`src/rtl/alu_share_arbiter.sv`:
```
// Two-port round-robin front end for a single shared combinational ALU.
// One registered issue stage feeds the ALU; each port owns one response slot.
module alu_share_arbiter #(
  parameter int unsigned DATA_W   = 32,
  parameter int unsigned OP_W     = 4,
  parameter bit          RR_RESET = 1'b0
) (
  input  logic              clk,
  input  logic              rst_n,

  input  logic              req0_valid,
  output logic              req0_ready,
  input  logic [DATA_W-1:0] req0_op1,
  input  logic [DATA_W-1:0] req0_op2,
  input  logic [OP_W-1:0]   req0_alu_op,

  input  logic              req1_valid,
  output logic              req1_ready,
  input  logic [DATA_W-1:0] req1_op1,
  input  logic [DATA_W-1:0] req1_op2,
  input  logic [OP_W-1:0]   req1_alu_op,

  output logic              rsp0_valid,
  input  logic              rsp0_ready,
  output logic [DATA_W-1:0] rsp0_result,
  output logic              rsp0_zero,

  output logic              rsp1_valid,
  input  logic              rsp1_ready,
  output logic [DATA_W-1:0] rsp1_result,
  output logic              rsp1_zero,

  output logic [DATA_W-1:0] alu_op1,
  output logic [DATA_W-1:0] alu_op2,
  output logic [OP_W-1:0]   alu_alu_op,
  input  logic [DATA_W-1:0] alu_result,
  input  logic              alu_zero,

  output logic              busy
);

  typedef enum logic [1:0] {PIdle, PExec, PResp} port_state_e;

  logic [1:0]        req_valid;
  logic [1:0]        rsp_ready;
  logic [1:0]        elig;
  logic [1:0]        grant;
  logic              accept;
  logic [DATA_W-1:0] sel_op1;
  logic [DATA_W-1:0] sel_op2;
  logic [OP_W-1:0]   sel_op;

  port_state_e       state_q [2];
  logic [1:0]        rsp_valid_q;
  logic [DATA_W-1:0] rsp_result_q [2];
  logic [1:0]        rsp_zero_q;
  logic              rr_q;

  logic              iss_valid_q;
  logic [DATA_W-1:0] iss_op1_q;
  logic [DATA_W-1:0] iss_op2_q;
  logic [OP_W-1:0]   iss_op_q;

  assign req_valid = {req1_valid, req0_valid};
  assign rsp_ready = {rsp1_ready, rsp0_ready};

  // A port is eligible only from PIdle, so a slot drained this cycle re-arms next cycle.
  always_comb begin
    elig = '0;
    for (int i = 0; i < 2; i++) begin
      elig[i] = req_valid[i] & (state_q[i] == PIdle);
    end
    grant = '0;
    case (elig)
      2'b01:   grant = 2'b01;
      2'b10:   grant = 2'b10;
      2'b11:   grant = rr_q ? 2'b10 : 2'b01;
      default: grant = 2'b00;
    endcase
  end

  assign accept     = |grant;
  assign req0_ready = grant[0];
  assign req1_ready = grant[1];

  always_comb begin
    sel_op1 = req0_op1;
    sel_op2 = req0_op2;
    sel_op  = req0_alu_op;
    if (grant[1]) begin
      sel_op1 = req1_op1;
      sel_op2 = req1_op2;
      sel_op  = req1_alu_op;
    end
  end

  always_ff @(posedge clk or negedge rst_n) begin
    if (!rst_n) begin
      iss_valid_q <= 1'b0;
      iss_op1_q   <= '0;
      iss_op2_q   <= '0;
      iss_op_q    <= '0;
      rr_q        <= RR_RESET;
    end else begin
      iss_valid_q <= accept;
      if (accept) begin
        iss_op1_q <= sel_op1;
        iss_op2_q <= sel_op2;
        iss_op_q  <= sel_op;
        // Pointer moves to the port that did not win.
        rr_q      <= grant[0];
      end
    end
  end

  assign alu_op1    = iss_valid_q ? iss_op1_q : '0;
  assign alu_op2    = iss_valid_q ? iss_op2_q : '0;
  assign alu_alu_op = iss_valid_q ? iss_op_q  : '0;

  // A port in PExec owns the issue register this cycle, so the ALU output is its result.
  always_ff @(posedge clk or negedge rst_n) begin
    if (!rst_n) begin
      for (int i = 0; i < 2; i++) begin
        state_q[i]      <= PIdle;
        rsp_result_q[i] <= '0;
      end
      rsp_valid_q <= '0;
      rsp_zero_q  <= '0;
    end else begin
      for (int i = 0; i < 2; i++) begin
        case (state_q[i])
          PIdle: begin
            if (grant[i]) state_q[i] <= PExec;
          end
          PExec: begin
            state_q[i]      <= PResp;
            rsp_result_q[i] <= alu_result;
            rsp_zero_q[i]   <= alu_zero;
            rsp_valid_q[i]  <= 1'b1;
          end
          PResp: begin
            if (rsp_ready[i]) begin
              state_q[i]     <= PIdle;
              rsp_valid_q[i] <= 1'b0;
            end
          end
          default: begin
            state_q[i]     <= PIdle;
            rsp_valid_q[i] <= 1'b0;
          end
        endcase
      end
    end
  end

  assign rsp0_valid  = rsp_valid_q[0];
  assign rsp1_valid  = rsp_valid_q[1];
  assign rsp0_result = rsp_result_q[0];
  assign rsp1_result = rsp_result_q[1];
  assign rsp0_zero   = rsp_zero_q[0];
  assign rsp1_zero   = rsp_zero_q[1];

  assign busy = (state_q[0] != PIdle) | (state_q[1] != PIdle);

endmodule

```
`config.mk`:
```
export PLATFORM = sky130hd
export DESIGN_NAME = alu_share_arbiter
export DESIGN_NICKNAME = d
export VERILOG_FILES = /design/src/rtl/alu_share_arbiter.sv
export SDC_FILE = /design/constraint.sdc
export NUM_CORES = 1
export LEC_CHECK = 0
export BUFFER_PORTS_ARGS = -buffer_cell sky130_fd_sc_hd__buf_2
export CORE_MARGIN = 1.5
export CORE_UTILIZATION = 40
export DETAILED_ROUTE_END_ITERATION = 16
export PLACE_DENSITY = 0.85
export SLEW_MARGIN = 25
export SYNTH_ARGS = -nofsm -noshare
export SYNTH_HDL_FRONTEND = slang
export SYNTH_SLANG_ARGS = --single-unit
```
`constraint.sdc`:
```
create_clock -name clk -period 1.7 [get_ports clk]
set_clock_uncertainty 0.1 [all_clocks]
set_input_delay 0 -clock clk [delete_from_list [all_inputs] [get_ports clk]]
set_output_delay 0 -clock clk [all_outputs]
set_load 0.01 [all_outputs]
```
Word level (Yosys, flattened, before mapping)
Index checks and enable logic that the tools add are counted.
Widths: inputs -> output; s select.
{"block": "totals", "ff_bits": 142, "elab_cells": 56, "output_inout_bits": 139}
{"block": "op_classes", "n_eq_ne": 11, "reduce_logical": 9, "n_bitwise": 5, "muxes": 18}
{"operator": "$mux 32", "count": 4}
{"operator": "$pmux 2 s3", "count": 3}
{"operator": "$mux 2", "count": 5}
{"operator": "$eq 2x2->1 const B", "count": 4}
{"operator": "$mux 4", "count": 2}
{"operator": "$ne 2x2->1 const B", "count": 4}
{"operator": "$reduce_and 2->1", "count": 4}
{"operator": "$eq 2x1->1 const B", "count": 3}
{"operator": "$pmux 1 s3", "count": 2}
{"operator": "$logic_not 2->1", "count": 2}
{"operator": "$reduce_bool 2->1", "count": 2}
{"operator": "$and 1x1->1", "count": 2}
{"operator": "$mux 1", "count": 2}
{"operator": "$not 1->1", "count": 2}
{"operator": "$reduce_or 2->1", "count": 1}
{"operator": "$or 1x1->1", "count": 1}

Depth between registers and ports, before layout
Gate-level depths: netlist of run 1.
{"block": "logic_depth", "word_depth": 6, "mapped_depth": 7, "depth_no_buf": 3}

Least setup slack after synthesis of run 1
No wires, ideal clock.
{"block": "synth_timing", "path_kind": "reg2reg", "start": "register state_q[2] (netlist name)", "end": "register iss_op1_q[0]", "slack_ns": 0.119, "required_ns": 1.533, "stages_incl_launch_ff": 6, "setup_time_ns": 0.067, "period_less_slack_ns": 1.581, "t_arrival_ns": 1.414, "n_path_buf": 2, "path_cell_list": "dfrtp_1 > or4b_1 > buf_6 > buf_6 > nand3b_1 > o221a_1"}
{"block": "synth_between", "elab_chain_len": 5, "word_cells_on_any_way": 8, "cone_classes": "eq/ne (3); mux (2); bitwise (1); reduce/logical (2)"}
{"item": "start, declared", "line": "53", "rtl": "port_state_e state_q [2];"}
{"item": "start signal, assigned by index", "line": "124", "rtl": "state_q[i] <= PIdle;"}
{"item": "start signal, assigned by index", "line": "133", "rtl": "if (grant[i]) state_q[i] <= PExec;"}
{"item": "start signal, assigned by index", "line": "136", "rtl": "state_q[i] <= PResp;"}
{"item": "$logic_not 2->1 *", "line": "71", "rtl": "elig[i] = req_valid[i] & (state_q[i] == PIdle);"}
{"item": "$and 1x1->1 *", "line": "71"}
{"item": "$eq 2x2->1 or $eq 2x1->1 (tied branches)", "line": "74", "rtl": "case (elig)"}
{"item": "$pmux 2 s3 *", "line": "74"}
{"item": "$mux 32 or $reduce_or 2->1 (tied branches)", "line": "90, 82"}
{"item": "end signal, assigned", "line": "107", "rtl": "iss_op1_q <= sel_op1;"}
{"item": "end, declared", "line": "60", "rtl": "logic [DATA_W-1:0] iss_op1_q;"}
Mark *: on every way between the ends. The rest lies on a longest branch, timed or not.
A chain may end at the register's enable or synchronous reset.

Final worst setup path of run 1
{"block": "layout_timing", "start": "register rr_q", "end": "register iss_op2_q[19]"}
{"block": "layout_between", "elab_chain_len": 3, "word_cells_on_any_way": 4, "cone_classes": "mux (3); reduce/logical (1)"}
{"item": "start, declared", "line": "57", "rtl": "logic rr_q;"}
{"item": "start signal, assigned", "line": "111", "rtl": "rr_q <= grant[0];"}
{"item": "$mux 2 *", "line": "77", "rtl": "2'b11: grant = rr_q ? 2'b10 : 2'b01;"}
{"item": "$pmux 2 s3 *", "line": "74"}
{"item": "$mux 32 or $reduce_or 2->1 (tied branches)", "line": "90, 82"}
{"item": "end signal, assigned", "line": "108", "rtl": "iss_op2_q <= sel_op2;"}
{"item": "end, declared", "line": "61", "rtl": "logic [DATA_W-1:0] iss_op2_q;"}
Marked as above.

==> impl_metrics.tcl, run 1 <==
set metrics [dict create \
    crit_required_ps 1950 \
    area_growth_pct 74.2 \
    fin_area_sq_um 11200 \
    htreeDepth 4 \
    slowest_delay_ps 580 \
    post_dp_cell_area_sq_um 8300 \
    setup_viol 60 \
    cp_cell_sequence "or4b_4 > buf_6 > buf_12 > buf_16 > nand3b_1 > o221a_2" \
    synth_cell_types 22 \
    rsz0062_at_grt "true" \
    worst_path_max_delay_cell "or4b_4" \
    detail_route.vias_per_cell 5.38 \
    dieArea_sq_um 16800 \
    powerDensity_nw_per_um2 1760 \
    utilization 0.709 \
    critPathMaxFanout 8 \
    grt_util_all_layers 0.306 \
    hold_violations 0 \
    yosysTopAreaCell "dfrtp_1" \
    worstSetupPathType "reg2reg" \
    worstPathArrival_ps 2170 \
    switching_power_uw 7240 \
    p_clk_frac 0.192 \
    cp.buffers_inverters 3 \
    vdd_drop_max_uv 789 \
    dp.final_hpwl_um 13000 \
    p_int_uw 12400 \
    root_buffer "clkbuf_16" \
    finalPower_uw 19600 \
    startpoint_type "flop" \
    cts_buffer_depth 2 \
    routed_wl_um 26100 \
    io_pins 314 \
    max_freq_mhz 522 \
    status "complete, but fails checks" \
    drt_iter0_drc 421 \
    route.detailed.drc 0 \
    clock-sinks 142 \
    firstDrtPassIters 5 \
    num_rows 46 \
    max-slew-margin-rel 0.744 \
    synth.top_cell.area_share 0.553 \
    die_h_um 130 \
    grt_pass1_wl_um 38300 \
    netSwitchingFraction 0.368 \
    synth-seq-cells 142 \
    min_period_over_period 1.13 \
    worst_slack_ps -215 \
    port_buffers 313 \
    cp-end-kind "flop" \
    synth-edff-count 0 \
    grt_antenna_before_repair 2 \
    combPwrFrac 0.497 \
    ff_latch_area_sq_um 3550 \
    nNetsFinal 1165 \
    tightest_slew_ps 383 \
    synthTopCellsByArea "dfrtp_1 55%, o221a_1 12%, mux2_2 12%, nand3b_1 7.9%, and2_1 6.8%" \
    p_seq_frac 0.312 \
    drive_gt1_frac 0.469 \
    vias 6571 \
    routedWlPerCell_um 21.3 \
    critPathTopFamily "simple AND/OR/NAND/NOR gates" \
    cts_tree "done" \
    synth_cells 483 \
    cts_made_buffers 17 \
    netlist_area_sq_um 6420 \
    ant_nets 0 \
    ys.flop_type "dfrtp_1" \
    violations "setup timing" \
    maxCapViolCount 0 \
    grt_pass1_vias 6974 \
    grt-ovfl-total 0 \
    grt_max_degree 49 \
    min_period_ps 1910 \
    clkTransAtPathRegs_ps 60 \
    drv_slew 0 \
    synth_area_per_cell_sq_um 13.3 \
    worstHoldPathType "in2reg" \
    ys_warn_count 0 \
    fillers 1047 \
    synth_nets 658 \
    fp.coreArea_sq_um 15800 \
    ys_seq_area_frac 0.553 \
    multi_input_area_sq_um 2640 \
    finalSetupTns_ps -7530 \
    ys_async_sr_fraction 1.00 \
    gp_congestion 0.840 \
    die_w_um 130 \
    power.leakage_uw 0.00513 \
    worstSkewPairLatency_ps 410 \
    start_util 0.407 \
]
[layout make-up]
cell class	instances	share of cell area
Inverter	3	0.00145
Clock inverter	14	0.0139
Timing Repair Buffer	534	0.367
Antenna cell	3	0.000671
Multi-Input combinational cell	292	0.236
Clock buffer	18	0.0393
Tap cell	216	0.0242
Sequential cell	142	0.318
[through the flow]
step	hold slack, ps	setup slack (ps)	std cells
floorplan	-396	119	483
global placement	-171	-76.2	990
detailed placement	-168	-100	990
CTS	156	-190	1215
global route	223	-238	1221
finish	224	-215	1222
[kinds of logic (layout without fill, tap and decap cells)]
group / Yosys count / after routing / synth area share
buf+inv: 49 / 569 / 0.0450
mux: 66 / 66 / 0.116
other cells: 0 / 3 / 0
simple gates: 151 / 151 / 0.160
flops: 142 / 142 / 0.553
compound gates: 75 / 75 / 0.126
[sequential cells by signal, summed over array words and instances, names as in the netlist]
signal	count
iss_op_q	4
rsp0_result	32
rr_q	1
iss_op1_q	32
rsp1_result	32
iss_op2_q	32
rsp_zero_q	2
rsp_valid_q	2
iss_valid_q	1
state_q	4
[worst paths after layout]
| kind | from | end | slack [ps] | cells after the start |
|---|---|---|---|---|
| worst max-delay path | rr_q | iss_op2_q[19] | -210 | 6 |
| worst min-delay path | req1_valid | iss_op2_q[18] | 220 | 5 |
| worst max register to register | rr_q | iss_op2_q[19] | -210 | 6 |
| worst min register to register | rsp0_result[24] | rsp0_result[24] | 400 | 1 |
| max in group asynchronous | rst_n | rsp1_result[22] | 370 | 4 |
| min in group asynchronous | rst_n | rsp0_result[12] | 490 | 3 |
[power groups by stage]
stage	registers, uW	logic, uW	clock network [uW]
after floorplan	6240	4530	0
after global placement	5920	7800	0
after detailed placement	6010	8010	0
after CTS	5990	9380	3820
after global routing	6280	10300	3970
final	6120	9760	3770
[layer usage]
| layer | global-route usage | up-vias | part of all wire |
|---|---|---|---|
| met5 | 0 | - | 0 |
| li1 | - | 2812 | - |
| met2 | 0.540 | 418 | 0.52 |
| met1 | 0.331 | 3232 | 0.36 |
| met4 | 0.192 | 0 | 0.048 |
| met3 | 0.0726 | 109 | 0.068 |
[synth_stat cells, drive strengths merged, types with 3 or more instances]
cell and instances:
and2 70, buf 30, clkbuf 16, dfrtp 142, inv 3, mux2 66, nand2 3, nand3b 68
nor2 4, o21ai 3, o221a 68
[repair_timing]
action,in CTS,in global routing
setup endpoints to repair,71,98
setup buffers,7,6
endpoints found under the hold margin,281,0
hold buffers,174,0
gates cloned,12,0
pin swaps,8,9
resized for setup,29,12
[worst min-delay path, stage by stage]
cell	delay, ps
buf_2	120
nand4bb_4	120
nand3_4	140
buf_12	120
o221a_1	190
[placed cells by master, fill, tap and decap left out, drive strengths merged, types with 7 or more instances in the layout]
master         n
and2          70
mux2          66
clkbuf        18
nand3b        68
buf          358
clkinv         7
o221a         68
dlygate4sd3  174
inv            7
dfrtp        142
Power figures use the tool's default switching activity.
==> run 2: changes to the inputs <==
RECOVER_POWER = 100   (was default)
==> run 2 against run 1 <==
Effect of this change: the flow still finishes with violations (setup timing); sequential share of layout area up 0.45 points; non-clock buffer count unchanged; sequential cell count unchanged; critical endpoint unchanged; largest power group unchanged; highest routed layer unchanged.
==> impl_metrics.tcl, run 2 (synthesis gave the netlist of run 1 again) <==
set metrics [dict create \
    endpoint "iss_op2_q[19]" \
    p_clk_frac 0.195 \
    grt_util_all_layers 0.306 \
    dp.final_hpwl_um 13000 \
    p_seq_frac 0.319 \
    firstDrtPassIters 6 \
    cts_made_buffers 17 \
    worstSetupPathType "reg2reg" \
    route.detailed.drc 0 \
    start_util 0.407 \
    combPwrFrac 0.486 \
    hold_violations 0 \
    ff_latch_area_sq_um 3550 \
    fillers 1120 \
    worstHoldPathType "in2reg" \
    dieArea_sq_um 16800 \
    port_buffers 313 \
    grt_pass1_wl_um 38300 \
    violations "setup timing" \
    detail_route.vias_per_cell 5.46 \
    min_period_over_period 1.12 \
    fp.coreArea_sq_um 15800 \
    drt_iter0_drc 392 \
    layout.cells.non_filler 1222 \
    tightest_slew_ps 563 \
    num_rows 46 \
    max-slew-margin-rel 0.625 \
    die_h_um 130 \
    status "complete, but fails checks" \
    routed.top_layer "met4" \
    io_pins 314 \
    vias 6672 \
    routedWlPerCell_um 21.4 \
    max_freq_mhz 527 \
    gp_congestion 0.840 \
    m1WireLength_um 9310 \
    vdd_drop_max_uv 787 \
    rr_worst_depth 6 \
    mostFrequentLayoutCells "206 x buf_2, 174 x dlygate4sd3_1, 141 x dfrtp_1, 92 x clkbuf_1, 68 x nand3b_1" \
    switching_power_uw 7280 \
    met2WireLength_um 13600 \
    crit_start "state_q[2]" \
    placed_cells 990 \
    wl_met3_um 1810 \
    routed_wl_um 26100 \
    drv_slew 0 \
    clkTransAtPathRegs_ps 60 \
    cp-end-kind "flop" \
    worstSkewPairLatency_ps 410 \
    ant_nets 0 \
    final_common_cell "buf_2" \
    grt-ovfl-total 0 \
    grt_pass1_vias 6974 \
    htreeDepth 4 \
    area_growth_pct 71.8 \
    maxCapViolCount 0 \
    rr_endpoint "iss_op2_q[19]" \
    cts_buffer_depth 2 \
    cts_tree "done" \
    setup_viol 127 \
    nNetsFinal 1165 \
    min_period_ps 1900 \
    rsz0062_at_grt "true" \
    worstPathArrival_ps 2150 \
    critPathMaxFanout 8 \
    grt_max_degree 49 \
    clock-sinks 142 \
    grt_antenna_before_repair 2 \
    finalPower_uw 19300 \
    die_w_um 130 \
    powerDensity_nw_per_um2 1750 \
    finalSetupTns_ps -12920 \
    startpoint_type "flop" \
    power.leakage_uw 0.00482 \
    multi_input_area_sq_um 2640 \
    r2r_slack_ps -200 \
    netSwitchingFraction 0.377 \
    p_int_uw 12000 \
    crit_required_ps 1950 \
    root_buffer "clkbuf_16" \
    drive_gt1_frac 0.376 \
    worst_slack_ps -198 \
    rr_startpoint "state_q[2]" \
]
-- run 2: layout make-up --
type | count | share of cell area
flip-flops and latches | 142 | 0.322
inverters | 3 | 0.00147
repair buffers | 534 | 0.358
clock buffers | 18 | 0.0398
diodes | 3 | 0.000681
well taps | 216 | 0.0245
multi-input cells | 292 | 0.239
clock inverters | 14 | 0.0141
-- run 2: power groups by stage --
stage,registers [uW],clock network [uW],logic (uW)
floorplan,6240,0,4530
global placement,5920,0,7800
detailed placement,6010,0,8010
CTS,5990,3820,9380
global route,6310,3970,9950
finish,6150,3770,9370
-- run 2: worst max-delay path: stages, from the launching register on --
cell and delay, ps:
dfrtp_1 390, or4b_4 560, buf_6 150, buf_12 150
buf_16 150, nand3b_1 120, o221a_2 200
-- run 2: worst min path at each step --
stage | startpoint | end | slack (ps) | depth (start not counted)
6_report | req1_valid | iss_op2_q[18] | 220 | 5
5_1_grt | req1_valid | state_q[0] | 220 | 5
4_1_cts | req1_valid | state_q[2] | 160 | 5
3_3_place_gp | rst_n | rsp0_result[12] | -170 | 1
2_1_floorplan | rst_n | iss_op1_q[0] | -400 | 0
3_5_place_dp | rst_n | rsp1_result[12] | -170 | 1
-- run 2: repair_timing --
item | CTS | global route
pin swaps | 8 | 9
endpoints found under the hold margin | 281 | 0
cloned | 12 | 0
hold buffers | 174 | 0
buffers inserted | 7 | 6
endpoints found under the setup margin | 71 | 98
resized for setup | 29 | 12
-- run 2: per-layer routing --
layer / track usage / vias up
li1: - / 2813
met1: 0.331 / 3292
met2: 0.540 / 443
met3: 0.0726 / 124
met4: 0.192 / 0
met5: 0 / -
-- run 2: through the flow --
stage	util	setup slack (ps)	area [sq um]	hold WS [ps]
after floorplan	-	119	6420	-396
after global placement	0.526	-76.2	8300	-171
after detailed placement	0.526	-100	8300	-168
after CTS	0.704	-190	11100	156
after global routing	0.699	-238	11000	223
final	0.699	-198	11000	224
==> run 3: changes to the inputs <==
BUFFER_PORTS_ARGS = default   (was -buffer_cell sky130_fd_sc_hd__buf_2)
DONT_BUFFER_PORTS = 1   (was default)
GPL_TIMING_DRIVEN = 0   (was default)
PLACE_DENSITY = 0.66   (was 0.85)
==> run 3 against run 2 <==
Effect of this change: the flow now stops in clock tree synthesis (4_1_cts); synthesized cell count is the same; area after synthesis is the same.
==> impl_metrics.tcl, run 3 <==
set metrics [dict create \
    ctsHoldBuffers 149 \
    synth_common_cells "142 x dfrtp_1, 70 x and2_1, 68 x nand3b_1" \
    num_rows 46 \
    error "[ERROR RSZ-0060] Max buffer count reached." \
    die_h_um 130 \
    synth_nets 658 \
    ys_warn_count 0 \
    port_buffers 0 \
    cts_buffer_depth 2 \
    start_util 0.407 \
    clock-sinks 142 \
    status "did not finish" \
    cts_resized 37 \
    synth_cells 483 \
    haltStage "clock tree synthesis (4_1_cts)" \
    yosysTopAreaCell "dfrtp_1" \
    io_pins 314 \
    htreeDepth 4 \
    ys_async_sr_fraction 1.00 \
    synth-edff-count 0 \
    die_w_um 130 \
    synthTopCellsByArea "dfrtp_1 55%, o221a_1 12%, mux2_2 12%, nand3b_1 7.9%, and2_1 6.8%" \
    yosys.cell_count.top_type "dfrtp_1" \
    synth.top_cell.area_share 0.553 \
    netlist_area_sq_um 6420 \
    dp.final_hpwl_um 13000 \
    root_buffer "clkbuf_16" \
    synth_area_per_cell_sq_um 13.3 \
    ys.flop_type "dfrtp_1" \
    cts_made_buffers 17 \
    gp_congestion 0.846 \
    ys_seq_area_frac 0.553 \
    synth_cell_types 22 \
    post-cts-setup-buffer-count 6 \
    synth-seq-cells 142 \
]
## run 3: logic make-up after synthesis
family	synth area share
and+or+nand+nor	0.160
DFF	0.553
AOI/OAI and AO/OA	0.126
muxes	0.116
buffers and inverters	0.0450
## run 3: per-stage QoR
stage | cell area (sq um) | instances | worst slack, ps | hold WS [ps] | setup TNS (ps)
floorplan | 6420 | 483 | 119 | -396 | 0
global placement | 6690 | 699 | -248 | -393 | -10810
detailed placement | 6690 | 699 | -361 | -393 | -18980
==> run 4: changes to the inputs <==
CORE_UTILIZATION = 25   (was 40)
PLACE_DENSITY = default   (was 0.66)
PLACE_DENSITY_LB_ADDON = 0.15   (was default)
clock period = 2.2 ns   (was 1.7 ns; I/O delays follow)
==> run 4 against run 3 <==
Effect of this change: the run again fails in clock tree synthesis (4_1_cts); synthesized cell count is the same; area after synthesis is the same.
==> impl_metrics.tcl, run 4 <==
set metrics [dict create \
    ys_warn_count 0 \
    ys.flop_type "dfrtp_1" \
    ys_seq_area_frac 0.553 \
    root_buffer "clkbuf_16" \
    synth-edff-count 0 \
    synthAdderAreaFrac 0 \
    io_pins 314 \
    synthXorXnorAreaFrac 0 \
    gp_congestion 0.779 \
    start_util 0.255 \
    ctsHoldBuffers 170 \
    die_h_um 163 \
    post-cts-setup-buffer-count 0 \
    cts_made_buffers 17 \
    synth.top_cell.area_share 0.553 \
    synth-compound-area-share 0.126 \
    synth_simple_gate_area_frac 0.160 \
    synth_top_family_by_area "simple AND/OR/NAND/NOR gates" \
    haltStage "clock tree synthesis (4_1_cts)" \
    netlist_area_sq_um 6420 \
    synth_area_per_cell_sq_um 13.3 \
    error "[ERROR RSZ-0060] Max buffer count reached." \
    synth_nets 658 \
    ys_async_sr_fraction 1.00 \
    port_buffers 0 \
    synth-seq-cells 142 \
    synth_common_cells "142 x dfrtp_1, 70 x and2_1, 68 x nand3b_1" \
    htreeDepth 4 \
    cts_buffer_depth 2 \
    synth_cell_types 22 \
    yosysTopAreaCell "dfrtp_1" \
    synthTopCellsByArea "dfrtp_1 55%, o221a_1 12%, mux2_2 12%, nand3b_1 7.9%, and2_1 6.8%" \
    cts_resized 2 \
    dp.final_hpwl_um 14200 \
    die_w_um 163 \
    num_rows 58 \
    synth_cells 483 \
    yosys.cell_count.top_type "dfrtp_1" \
    clock-sinks 142 \
    synthMuxAreaShare 0.116 \
    status "did not finish" \
]
## run 4: cell counts after synthesis
Identical to the previous run, type by type.
## run 4: metrics by stage
stage / worst slack (ps) / instance area [sq um] / cells
detailed placement: 47.6 / 6840 / 813
global placement: 90.9 / 6840 / 813
floorplan: 619 / 6420 / 483
## run 4: kinds of logic after synthesis
family,count (synthesis)
buffers and inverters,49
AO/OA/AOI/OAI,75
AND/OR/NAND/NOR,151
flip-flops,142
multiplexers,66
